## config.mk

```make
export PLATFORM = sky130hd
export DESIGN_NAME = distance_loader
export DESIGN_NICKNAME = d
export VERILOG_FILES = /design/src/rtl/distance_loader.sv
export SDC_FILE = /design/constraint.sdc
export NUM_CORES = 1
export LEC_CHECK = 0
export BUFFER_PORTS_ARGS = -buffer_cell sky130_fd_sc_hd__buf_2
export CAP_MARGIN = 20
export CELL_PAD_IN_SITES_DETAIL_PLACEMENT = 1
export CELL_PAD_IN_SITES_GLOBAL_PLACEMENT = 1
export CORE_UTILIZATION = 40
export CTS_CLUSTER_DIAMETER = 40
export DETAILED_ROUTE_END_ITERATION = 8
export GPL_ROUTABILITY_DRIVEN = 0
export PLACE_DENSITY_LB_ADDON = 0.1
export SYNTH_ARGS = -nofsm -noshare
export SYNTH_HDL_FRONTEND = slang
export SYNTH_SLANG_ARGS = --single-unit
```

## constraint.sdc

```tcl
create_clock -name clk -period 3.5 [get_ports clk]
set_clock_uncertainty 0.1 [all_clocks]
set_input_delay 0.7 -clock clk [delete_from_list [all_inputs] [get_ports clk]]
set_output_delay 0.7 -clock clk [all_outputs]
set_load 0.1 [all_outputs]
```

## src/rtl/distance_loader.sv

```systemverilog
// distance_loader: turns a row-major host distance stream into broadcast table writes,
// generating {row,col} addresses and flagging frames whose length does not match CITY_NUM^2.
module distance_loader #(
  parameter int CITY_NUM     = 100,
  parameter int CITY_NUM_LOG = 7,
  parameter int DIST_W       = 16
) (
  input  logic                      clk,
  input  logic                      reset,
  input  logic                      load_start,
  input  logic                      hold,
  input  logic                      s_valid,
  output logic                      s_ready,
  input  logic [DIST_W-1:0]         s_data,
  input  logic                      s_last,
  output logic                      busy,
  output logic                      load_done,
  output logic                      load_error,
  output logic                      distance_write,
  output logic [2*CITY_NUM_LOG-1:0] distance_w_addr,
  output logic [DIST_W-1:0]         distance_w_data
);
  typedef enum logic [1:0] {IDLE, LOAD, DONE} state_t;
  localparam logic [CITY_NUM_LOG-1:0] MAX = CITY_NUM_LOG'(CITY_NUM - 1);
  state_t state;
  logic [CITY_NUM_LOG-1:0] row, col;
  logic acc, last_addr;
  assign s_ready   = (state == LOAD) & ~hold & ~load_start;
  assign busy      = state == LOAD;
  assign acc       = s_valid & s_ready;
  assign last_addr = (row == MAX) & (col == MAX);
  always_ff @(posedge clk or negedge reset) begin
    if (!reset) begin
      state           <= IDLE;
      row             <= '0;
      col             <= '0;
      load_done       <= 1'b0;
      load_error      <= 1'b0;
      distance_write  <= 1'b0;
      distance_w_addr <= '0;
      distance_w_data <= '0;
    end else begin
      distance_write <= acc;
      load_done      <= 1'b0;
      if (acc) begin
        distance_w_addr <= {row, col};
        distance_w_data <= s_data;
      end
      if (load_start) begin
        state      <= LOAD;
        row        <= '0;
        col        <= '0;
        load_error <= 1'b0;
      end else if (state == LOAD && acc) begin
        // the final beat leaves the counter parked so it never passes the last cell
        if (s_last | last_addr) begin
          state     <= DONE;
          load_done <= s_last & last_addr;
          if (s_last ^ last_addr) load_error <= 1'b1;
        end else begin
          col <= (col == MAX) ? '0 : col + 1'b1;
          row <= (col == MAX) ? row + 1'b1 : row;
        end
      end else if (state == DONE) begin
        state <= IDLE;
      end
    end
  end
endmodule
```

Yosys cells after proc, flatten, opt, wreduce, memory -nomap -nowiden
Index checks and enable logic that the tools add are counted.
- register bits after elaboration: 49
- word-level logic and storage cells: 54
- output and inout port bits: 35
- equal/unequal tests: 6
- bitwise operators: 9
- mux-type cells: 19
- add/sub/neg operators: 2
- reduce and logical (&&, ||, !) cells: 10
- operators with widths (kind ; number):
    7-bit two-way mux ; 8
    7-bit by 1-bit adder with 7-bit output, second input constant ; 2
    7-bit == test, second input constant ; 2
    2-bit two-way mux ; 4
    2-bit nonzero test ; 4
    1-bit two-way mux ; 7
    3-bit AND reduction ; 2
    1-bit bitwise AND ; 5
    2-bit AND reduction ; 2
    3-bit by 2-bit != test with 1-bit output, second input constant ; 1
    3-bit nonzero test ; 1
    2-bit by 1-bit == test with 1-bit output, second input constant ; 1
    2-bit == test, second input constant ; 1
    2-bit != test, second input constant ; 1
    1-bit inverter ; 2
    1-bit logical AND ; 1
    1-bit bitwise OR ; 1
    1-bit XOR ; 1

Depth between registers and ports, before layout
- depth after elaboration: 7
- depth in mapped cells: 10
- mapped depth without buffers: 9

Worst setup path before layout
Ideal clock, no wire load.
- path kind: input-to-reg
- start: input port load_start
- end: register col[3]
- stages on the path: 7
- setup time: 0.078 ns
- path slack: 0.827 ns
- arrival time: 2.494 ns
- cell sequence: buf_6 -> or4b_4 -> clkinv_2 -> nand2_4 -> buf_6 -> or4_1 -> a21oi_1
- word-level cells in the longest chain between the ends: 6
- elaborated cells on any way between the ends: 8
- ends and longest elaborated chain (what ; line ; RTL):
    from (decl) ; 10 ; input logic load_start,
    1-bit inverter ; 28 ; assign s_ready = (state == LOAD) & ~hold & ~load_start;
    1-bit bitwise AND ; 28 ;
    net s_ready ; 13 ; output logic s_ready,
    1-bit bitwise AND ; 30 ; assign acc = s_valid & s_ready;
    1-bit logical AND ; 54 ; end else if (state == LOAD && acc) begin
    2-bit nonzero test (no source line) ; -- ;
    2-bit AND reduction (no source line) ; -- ;
    to (signal assigned) ; 61 ; col <= (col == MAX) ? '0 : col + 1'b1;
    to (decl) ; 26 ; logic [CITY_NUM_LOG-1:0] row, col;
The timed path passes the listed nets, and every way through them passes these cells.
A chain may end at the register's enable or synchronous reset.

Worst setup path in the final report
- start: register col[3]
- end: register row[4]
- word-level cells in the longest chain between the ends: 5
- elaborated cells on any way between the ends: 6
- ends and longest elaborated chain (what ; line ; RTL):
    7-bit == test * ; 31, 62 ;
    1-bit bitwise AND ; 31 ; assign last_addr = (row == MAX) & (col == MAX);
    1-bit bitwise OR ; 56 ; if (s_last | last_addr) begin
    2-bit != test (no source line) ; -- ;
    3-bit AND reduction (no source line) * ; -- ;
    to (signal assigned) ; 62 ; row <= (col == MAX) ? row + 1'b1 : row;
    to (decl) ; 26 ;
Mark *: on every way between the ends. The rest lies on a longest branch, timed or not.

==> results.ini <==
[status]
status = complete, no violations

[clocking]
cts_sinks = 49
h-tree-depth = 2
postCtsSetupRepairBufs = 0
cts_buffers = 5
cts_tree = done
path_clk_slew_ns = 0.09
worst_skew_pair.late_latency_ns = 0.30
root_buffer = clkbuf_8
hold_buffers = 0
clockBufferDepth = 2
cts_resized = 0

[worst_setup_path]
cp_max_fo = 9
crit_type = reg2reg
startpoint_type = register
worstPathArrival_ns = 3.08
crit_required_ns = 3.63
end_kind = register

[synth]
yosys_warnings = 0
syn_nets = 200
yosysSeqAreaShare_pct = 57.55
syn_inst = 174
yosysUniqueCellTypes = 33
synth_area_leader_cell = dfrtp_1
syn_area_sq_um = 2131
synth_area_leaders = dfrtp_1, mux2_2, a21oi_1
synth-seq-cells = 49
synth_top_cell_area_share_pct = 57.55
avgSynthCellArea_sq_um = 12.25

[place]
port_buffers = 56
dp_slack_ns = 0.5473
hpwl_um = 3293
placed_cells = 295
post_dp_cell_area_sq_um = 2471

[floorplan]
initial_utilization_pct = 41.72
pin_count = 57
die_y_um = 74.99
core.rowCount = 26
die-area_sq_um = 5623
coreArea_sq_um = 5107
die_w_um = 74.99

[routing]
via_count = 1563
firstDrtPassIters = 4
wl_per_cell_um = 14.65
vias_per_cell = 5.141
drc = 0
final_antenna_net_count = 0
totalWireLength_um = 4453
drt-initial-drc-count = 66

[global_routing]
grt_usage_pct = 17.48
grt_overflow_total = 0
grt_max_degree = 50
grt_pass1_vias = 1590
grt_pass1_wl_um = 7286
antenna_found_initial = 0

[timing]
fin_hold_ws_ns = 0.2033
hold_violations = 0
clock.fmax_mhz = 338.5
rsz0062_at_grt = false
max_slew_margin_pct = 60.96
period_share_pct = 84.39
min_period_ns = 2.954
tightestPinTransition_ns = 0.5775
setup_viol_count_final = 0
worst_slack_ns = 0.5462
slew_viol_final = 0
finalSetupTns_ns = 0

[layout]
diodes = 0
fin_area_sq_um = 2581
post_route_cells_drive_above_1_share_pct = 44.44
syn2layout_area_growth_pct = 21.14
fin_cells = 304
fin_util_pct = 50.54
final_net_count = 259

[pwr]
power_density_nw_per_um2 = 551.3
power_mw = 1.423
max-vdd-ir-drop_uv = 209.6
leakagePower_nw = 1.288

[hold_path]
hold_class = in2async

[flow_run]
timing.max_cap.violations = 0

## cell families after synthesis
kind of cell,after synthesis,synth area share (%)
flip-flops,49,57.55
adder cells (fa/ha/maj),4,2.349
multiplexers,30,15.80
AO/OA/AOI/OAI,23,6.518
AND/OR/NAND/NOR,52,13.68
buffers and inverters,14,3.288
XOR/XNOR,2,0.8222
## flip-flops by register name, summed over array words and instances, names as in the netlist
signal,flops
distance_w_data,16
load_done,1
col,7
load_error,1
distance_write,1
state,2
distance_w_addr,14
row,7
## critical path, stage by stage (launching register included)
cell and delay (ns):
dfrtp_1 0.43, nor4b_1 0.57, nand2_1 0.31, or2_2 0.38
ha_1 0.22, and2_2 0.23, and4_1 0.29, a31o_2 0.26
a21oi_1 0.11
## area by class of cell
type                            instances  area, sq um
Clock inverter                          3        21.27
Fill cell                             573         2526
Inverter                                7        27.53
Sequential cell                        49         1226
Tap cell                               70        87.58
Clock buffer                            5        68.82
Timing Repair Buffer                   59        315.3
Multi-Input combinational cell        111        834.6
## worst paths after layout
path / startpoint / endpoint / slack (ns) / depth (start not counted)
setup / recovery: col[3] / row[4] / 0.55 / 8
hold / removal: reset / distance_w_addr[3] / 0.20 / 1
setup reg to reg: col[3] / row[4] / 0.55 / 8
hold reg to reg: distance_w_addr[11] / distance_w_addr[11] / 0.40 / 2
max in group asynchronous: reset / distance_w_addr[7] / 2.61 / 2
min in group clk: distance_w_addr[11] / distance_w_addr[11] / 0.40 / 2
## synthesized netlist by cell type, drive strengths merged
cell type,number
mux2i,1
buf,6
ha,4
clkinv,1
mux2,29
and4,1
nand3,7
clkbuf,1
nor2,11
a32o,1
xnor2,2
o31ai,3
and2,4
and3,1
o21ai,5
nor4b,2
a21oi,11
a31o,2
or4,5
a2111oi,1
inv,6
nand4,3
nor3,3
nor3b,1
or3,1
or4b,1
nand2,10
or2,2
dfrtp,49
## report_power, final
part	leakage, nW	total [mW]	internal [mW]	switching, mW
clock	0.0445	0.329	0.142	0.187
combinational	0.599	0.467	0.0785	0.388
sequential	0.645	0.627	0.609	0.0184
total	1.29	1.42	0.829	0.594
## placed cells by master, fill, tap and decap left out, types with 3 or more instances in the layout
cell       n
nor2_1    11
a21oi_1   11
dfrtp_1   49
o21ai_0    5
nand3_1    7
o31ai_1    3
ha_1       4
and2_1     3
clkbuf_8   5
nor3_1     3
or4_1      5
buf_2     56
mux2_2    29
nand4_1    3
inv_1      6
nand2_1    9
## routing by layer
layer  global-route usage [%]  wire length [um]  part of all wire, %  vias up
li1                         -                 -                    -      733
met1                    21.07              1979                   44      773
met2                    30.03              2142                   48       52
met3                    4.284               270                  6.1        5
met4                    7.128                60                  1.3        0
met5                        0                 0                    0        -
Note: power is estimated with default switching activity, not from simulation.
